===== src/rtl/distance_ctrl_pkg.sv =====
// Shared types, 7-segment table and saturating-subtract helper for distance_motor_ctrl.
package distance_ctrl_pkg;

  typedef enum logic [1:0] {
    IDLE     = 2'd0,
    ARM      = 2'd1,
    RUN      = 2'd2,
    COOLDOWN = 2'd3
  } state_t;

  localparam logic [6:0] SEG7_HEX [16] = '{
    7'h3F, 7'h06, 7'h5B, 7'h4F, 7'h66, 7'h6D, 7'h7D, 7'h07,
    7'h7F, 7'h6F, 7'h77, 7'h7C, 7'h39, 7'h5E, 7'h79, 7'h71
  };

  // a - b floored at zero, then clamped to the largest value representable in w bits.
  function automatic logic [31:0] sat_sub(input logic [31:0] a,
                                          input logic [31:0] b,
                                          input int unsigned w);
    logic [31:0] diff;
    logic [31:0] lim;
    diff = (a > b) ? (a - b) : 32'd0;
    lim  = (w >= 32) ? 32'hFFFF_FFFF : ((32'd1 << w) - 32'd1);
    return (diff > lim) ? lim : diff;
  endfunction

endpackage


===== src/rtl/distance_motor_ctrl_seg7.sv =====
// Combinational hex to 7-segment encoder (seg[0]=a .. seg[6]=g, active-high).
module seg7_encoder
  import distance_ctrl_pkg::*;
(
  input  logic [3:0] i_value,
  output logic [6:0] o_seg
);

  assign o_seg = SEG7_HEX[i_value];

endmodule


===== src/rtl/distance_motor_ctrl.sv =====
// Distance threshold motor controller: confirm/hysteresis/cooldown FSM, saturated excess, 7-seg.
// Optional 4-sample distance averaging is enabled by defining DIST_AVG_EN.
module distance_motor_ctrl
  import distance_ctrl_pkg::*;
#(
  parameter int DIST_W  = 5,
  parameter int EXC_W   = 3,
  parameter int CONFIRM = 3,
  parameter int HYST    = 2,
  parameter int MIN_OFF = 8
) (
  input  logic              clk,
  input  logic              rst_n,
  input  logic              sample_valid,
  input  logic [DIST_W-1:0] distance,
  input  logic [DIST_W-1:0] threshold,
  output logic              motor_sig,
  output logic [EXC_W-1:0]  excess,
  output logic [6:0]        seg
);

  localparam int CMP_W  = DIST_W + 1;
  localparam int CNT_W  = $clog2(CONFIRM + 1);
  localparam int COOL_W = $clog2(MIN_OFF + 1);
  localparam logic [CNT_W-1:0]  CNT_MAX   = CNT_W'(CONFIRM);
  localparam logic [CNT_W-1:0]  CNT_ONE   = CNT_W'(1);
  localparam logic [COOL_W-1:0] COOL_LAST = COOL_W'(MIN_OFF - 1);

  logic [DIST_W-1:0] w_d;
  logic [DIST_W-1:0] w_thr;
  logic              w_valid;

`ifdef DIST_AVG_EN
  logic [DIST_W-1:0] r_hist [3];
  logic [DIST_W-1:0] r_avg_d;
  logic [DIST_W-1:0] r_avg_thr;
  logic              r_avg_valid;
  logic [DIST_W+1:0] w_sum;

  assign w_sum = (DIST_W+2)'(distance) + (DIST_W+2)'(r_hist[0])
               + (DIST_W+2)'(r_hist[1]) + (DIST_W+2)'(r_hist[2]);

  // History only shifts on valid samples; threshold travels with its average.
  always_ff @(posedge clk or negedge rst_n) begin
    if (!rst_n) begin
      for (int k = 0; k < 3; k++) r_hist[k] <= '0;
      r_avg_d     <= '0;
      r_avg_thr   <= '0;
      r_avg_valid <= 1'b0;
    end else begin
      r_avg_valid <= sample_valid;
      if (sample_valid) begin
        r_hist[0] <= distance;
        for (int k = 1; k < 3; k++) r_hist[k] <= r_hist[k-1];
        r_avg_d   <= DIST_W'(w_sum >> 2);
        r_avg_thr <= threshold;
      end
    end
  end

  assign w_d     = r_avg_d;
  assign w_thr   = r_avg_thr;
  assign w_valid = r_avg_valid;
`else
  assign w_d     = distance;
  assign w_thr   = threshold;
  assign w_valid = sample_valid;
`endif

  logic [CMP_W-1:0] w_d_ext;
  logic [CMP_W-1:0] w_thr_ext;
  logic [CMP_W-1:0] w_rel_ext;
  logic             w_over;
  logic             w_under;

  assign w_d_ext   = CMP_W'(w_d);
  assign w_thr_ext = CMP_W'(w_thr);
  assign w_rel_ext = CMP_W'(sat_sub(32'(w_thr_ext), 32'(HYST), CMP_W));
  assign w_over    = (w_d_ext > w_thr_ext);
  assign w_under   = (w_d_ext <= w_rel_ext);

  state_t            r_state;
  state_t            w_state_next;
  logic [CNT_W-1:0]  r_cnt;
  logic [CNT_W-1:0]  w_cnt_next;
  logic [CNT_W-1:0]  w_cnt_inc;
  logic [COOL_W-1:0] r_cool;
  logic [COOL_W-1:0] w_cool_next;
  logic              r_motor;
  logic [EXC_W-1:0]  r_excess;
  logic [EXC_W-1:0]  w_excess_next;

  assign w_cnt_inc = (r_cnt >= CNT_MAX) ? CNT_MAX : (r_cnt + CNT_ONE);

  assign w_excess_next = w_valid ? EXC_W'(sat_sub(32'(w_d_ext), 32'(w_thr_ext), EXC_W))
                                 : r_excess;

  always_comb begin
    w_state_next = r_state;
    w_cnt_next   = r_cnt;
    w_cool_next  = r_cool;
    unique case (r_state)
      IDLE: begin
        if (w_valid && w_over) begin
          if (CONFIRM == 1) begin
            w_state_next = RUN;
            w_cnt_next   = '0;
          end else begin
            w_state_next = ARM;
            w_cnt_next   = CNT_ONE;
          end
        end
      end
      ARM: begin
        if (w_valid) begin
          if (!w_over) begin
            w_state_next = IDLE;
            w_cnt_next   = '0;
          end else if (w_cnt_inc == CNT_MAX) begin
            w_state_next = RUN;
            w_cnt_next   = '0;
          end else begin
            w_cnt_next   = w_cnt_inc;
          end
        end
      end
      RUN: begin
        // Anything above the release level breaks the under streak but keeps RUN.
        if (w_valid) begin
          if (!w_under) begin
            w_cnt_next   = '0;
          end else if (w_cnt_inc == CNT_MAX) begin
            w_state_next = COOLDOWN;
            w_cnt_next   = '0;
            w_cool_next  = '0;
          end else begin
            w_cnt_next   = w_cnt_inc;
          end
        end
      end
      COOLDOWN: begin
        if (r_cool == COOL_LAST) begin
          w_state_next = IDLE;
          w_cnt_next   = '0;
          w_cool_next  = '0;
        end else begin
          w_cool_next  = r_cool + COOL_W'(1);
        end
      end
      default: begin
        w_state_next = IDLE;
        w_cnt_next   = '0;
        w_cool_next  = '0;
      end
    endcase
  end

  always_ff @(posedge clk or negedge rst_n) begin
    if (!rst_n) begin
      r_state  <= IDLE;
      r_cnt    <= '0;
      r_cool   <= '0;
      r_motor  <= 1'b0;
      r_excess <= '0;
    end else begin
      r_state  <= w_state_next;
      r_cnt    <= w_cnt_next;
      r_cool   <= w_cool_next;
      r_motor  <= (w_state_next == RUN);
      r_excess <= w_excess_next;
    end
  end

  logic [3:0] w_exc4;
  assign w_exc4 = 4'(r_excess);

  seg7_encoder u_seg7 (
    .i_value (w_exc4),
    .o_seg   (seg)
  );

  assign motor_sig = r_motor;
  assign excess    = r_excess;

endmodule


===== config.mk =====
export PLATFORM = sky130hd
export DESIGN_NAME = distance_motor_ctrl
export DESIGN_NICKNAME = d
export VERILOG_FILES = /design/src/rtl/distance_ctrl_pkg.sv /design/src/rtl/distance_motor_ctrl_seg7.sv /design/src/rtl/distance_motor_ctrl.sv
export SDC_FILE = /design/constraint.sdc
export NUM_CORES = 1
export LEC_CHECK = 0
export CAP_MARGIN = 20
export CORE_ASPECT_RATIO = 1.4
export CORE_MARGIN = 4
export CORE_UTILIZATION = 47
export CTS_CLUSTER_SIZE = 24
export DETAILED_ROUTE_END_ITERATION = 12
export PLACE_DENSITY = 0.76
export REMOVE_ABC_BUFFERS = 1
export SYNTH_ARGS = -nofsm -noshare
export SYNTH_HDL_FRONTEND = slang
export SYNTH_SLANG_ARGS = --single-unit

===== constraint.sdc =====
create_clock -name clk -period 1.6 [get_ports clk]
set_input_delay 0.16 -clock clk [delete_from_list [all_inputs] [get_ports clk]]
set_output_delay 0.16 -clock clk [all_outputs]
set_load 0.02 [all_outputs]

==> impl_results.md <==
- Relative area change from synthesis to final layout: 82.0%
- Layout cells sized above 1: between 50% and 60%
- Detail-routed via count per cell: approximately 6.4
- Worst setup skew after layout: 0.0171 ns
- Logic pwr share: between 60 and 70%
- Final RePlAce weighted congestion: slightly below 0.9
- Post-DR wirelength/cell: approximately 23 um
- Most common cell on crit path: sky130_fd_sc_hd__ha_4
- Post-synth top flop: sky130_fd_sc_hd__dfrtp_1
- Int Pwr: between 1 and 1.5 mW
- Period minus WS final: approximately 2.1 ns
- CTS tree: done
- Cell-by-cell listing of the critical path: buf_6 -> inv_4 -> ha_4 -> or3b_4 -> o22a_2 -> ha_4 -> nand3_4 -> o21bai_4 -> a31oi_4 -> buf_4 -> a2bb2oi_4 -> a21oi_2
- First-pass GRT wire length: about 7600 um
- Violated checks: setup timing
- Avg Cell Area, Syn: between 8 and 9 sq um
- Global route overflow: 0
- Number of levels in the clock H-tree: 1
- Hold buffer count at CTS: 0
- DIE HEIGHT: roughly 70 um
- Sequential fraction of design power: roughly a fifth
- Proportion of synthesized chip area in sequential cells: between 20% and 30%
- Number of standard cells in the final layout excluding fillers: roughly 270
- Category of the worst setup path capture point: flip-flop
- Worst path arrival time: 2.28 ns
- Worst-case vdd ir drop: 0.000896 V
- Die width: about 52 um
- Quantity of I/O buffers inserted on ports: 23
- Psw: 1.27 mW
- Antenna violations before repair: 0
- Via count: 1700
- Design Area, Final: about 2300 sq um
- Top cells by area, synth: sky130_fd_sc_hd__dfrtp_1 23%, sky130_fd_sc_hd__ha_1 18%, sky130_fd_sc_hd__inv_1 5.3%
- Final setup violation count: 11
- Starting density of the core: around 50%
- DRC violation count after routing: 0
- Worst Path Max Fanout: 5
- Clock-pin slew on the worst setup and hold paths: 0.10 ns
- Number of buffers created by CTS: 3
- CTS root buf: sky130_fd_sc_hd__clkbuf_4
- Share of total power consumed by net switching: a little under half
- Nets: approximately 260
- LEAKAGE: 1.03 nW
- Placed cell area: about 1800 sq um
- Synthesized area: 1280 sq um
- Syn. warnings: 0
- TritonCTS sink count: 12
- CP max-delay cell: sky130_fd_sc_hd__or3b_4
- Insertion delay of the later-clocked pin in the worst-skew pair: roughly 0.30 ns
- Largest net degree at the start of global routing: 13
- First-pass iteration count of the detailed router: 5
- Number of endpoints with negative hold slack in the final report: 0
- Critical path required time: between 1.5 and 2 ns
- Pins over their slew limit: 0
- Async SR Flop Fraction: between 90% and 100%
- Pre-CTS setup slack: -1.25 ns
- Via count of the first global-routing pass: 1668
- Bufs on Longest Clock Path: 2
- Worst slew margin relative to its limit: a little over three fifths
- Kind of start point of the critical path: input port
- Total GRT Usage: ~28%
- Transition time of the tightest slew-check pin: about 0.56 ns
- Synth top area share: between 20% and 30%
- Max-cap viol count: 0
- Number of placed instances, taps included: between 200 and 250
- Post-Syn Instances: 152
- Maximum cell stage delay along the critical path: 0.42 ns
- Number of enable-type register cells in the synthesized netlist: 0
- Setup slack after layout: -0.503 ns
- Residual antenna-violating net count after detailed routing: 0
- Clock share of power: under 10%
- Peak Freq: about 480 MHz
- Number of distinct library cells after synthesis: between 40 and 50
- Detailed placement HPWL: around 2900 um
- Largest delay share family, worst path: compound AO/OA/AOI/OAI gates
- Setup repair after global routing missed its margin: true
- Total power of the final layout: 2.71 mW
- Critical Setup Path Class: in -> reg
- Top-level I/O count: 24
- Area enclosed by the die boundary: 3640 sq um
- Outcome: finished with violations
- Power density over the cells: ~1200 nW/um^2
- Initial DRC count: around 110
- Antenna Diode Count: 0
- Type of the worst min-delay path: in -> async
- Share of the clock period used by the worst path after layout: 131%
- Cell types with the highest counts after synthesis: 18 x sky130_fd_sc_hd__ha_1, 18 x sky130_fd_sc_hd__inv_1, 12 x sky130_fd_sc_hd__dfrtp_1
- Floorplan core area: around 2600 sq um
- Number of flip-flops and latches in the synthesized netlist: 12
- Cell accounting for the most synthesized area: sky130_fd_sc_hd__dfrtp_1
- Count of buffering cells on the critical path with inverters included: 3
- Cell Rows: 22
- Sum of routed wire length over all layers: 6180 um
==> worst register-to-register path: stages, from the launching register on <==
cell and delay (ns):
sky130_fd_sc_hd__dfrtp_1 0.38, sky130_fd_sc_hd__ha_1 0.22, sky130_fd_sc_hd__nand3b_1 0.14, sky130_fd_sc_hd__mux2_2 0.30, sky130_fd_sc_hd__a211oi_2 0.26, sky130_fd_sc_hd__a2bb2o_1 0.35, sky130_fd_sc_hd__a21oi_2 0.17
==> sequential cells by signal (all words and copies together) (netlist names) <==
name / count
r_cnt: 2
r_state: 2
r_cool: 4
motor_sig: 1
excess: 3
==> what timing repair did <==
item                       CTS  global route
setup endpoints to repair   19            21
setup buffers               11             6
pin swaps                   20            18
hold endpoints to repair     0             0
gates resized for setup     90            57
==> power groups by stage <==
stage                     registers (mW)  logic (mW)  clock network [mW]
final                              0.549        1.89               0.269
after global routing               0.561        2.00               0.278
after CTS                          0.520        1.53               0.243
after detailed placement           0.524        1.37                   0
after global placement             0.516        1.31                   0
after floorplan                    0.575       0.715                   0
==> final timing paths <==
check,start,end,slack (ns),cells past startpoint
max in group asynchronous,rst_n,excess[2],0.97,1
worst max register to register,r_cool[0],r_cnt[0],-0.28,6
worst max-delay path,threshold[1],r_cnt[0],-0.50,12
worst min-delay path,rst_n,r_cool[1],0.21,1
worst min register to register,r_cool[2],r_cool[2],0.61,2
min in group clk,threshold[0],excess[0],0.42,4
==> layout by cell type (no fill, tap or decap), types with 3 or more instances in the layout <==
master                            Yosys  final
sky130_fd_sc_hd__clkbuf_2             0      3
sky130_fd_sc_hd__nand2b_1             6      6
sky130_fd_sc_hd__nand3_1              7      4
sky130_fd_sc_hd__a21oi_1             11      4
sky130_fd_sc_hd__dlygate4sd2_1        0      3
sky130_fd_sc_hd__clkbuf_4             0      3
sky130_fd_sc_hd__clkdlybuf4s15_1      0      3
sky130_fd_sc_hd__clkdlybuf4s50_1      0      3
sky130_fd_sc_hd__nand2_1             10      8
sky130_fd_sc_hd__dfrtp_1             12     11
sky130_fd_sc_hd__nor2_1               7      6
sky130_fd_sc_hd__buf_6                0     12
sky130_fd_sc_hd__o21ai_0              8      3
sky130_fd_sc_hd__inv_2                0      3
sky130_fd_sc_hd__ha_4                 0     10
sky130_fd_sc_hd__a21oi_2              0      7
sky130_fd_sc_hd__o21ai_1              1      4
sky130_fd_sc_hd__ha_1                18      7
sky130_fd_sc_hd__inv_1               18     10
sky130_fd_sc_hd__buf_4                0     47
==> metrics by stage <==
stage / TNS (ns) / hold slack (ns) / util [%]
3_3_place_gp: -12.19 / 0.540 / 70.4
2_1_floorplan: -5.51 / -0.136 / -
4_1_cts: -2.82 / 0.247 / 81.1
6_report: -3.95 / 0.212 / 89.2
5_1_grt: -5.40 / 0.256 / 89.2
3_5_place_dp: -13.23 / 0.542 / 70.4
==> layer usage <==
layer	up-vias	GRT usage, %	wire (um)	share of wire, %
met1	799	26.3	2100	34
met2	139	50.3	3150	51
met5	-	0	0	0
li1	710	-	-	-
met4	0	22.2	526	8.5
met3	52	3.87	408	6.6
==> kinds of logic after synthesis <==
family	synth area share, %
AOI/OAI and AO/OA	27.8
xor gates and xnor gates	1.37
buffers and inverters	5.95
muxes	3.22
DFF	23.4
and+or+nand+nor	19.1
adders and majority gates	19.1
==> cell type report <==
cell class	count	area, sq um
Timing Repair Buffer	75	634
Fill cell	104	282
Multi-Input combinational cell	120	1230
Tap cell	36	45.0
Inverter	18	86.3
Clock buffer	4	36.3
Sequential cell	12	302
(Power assumes the default switching activity.)
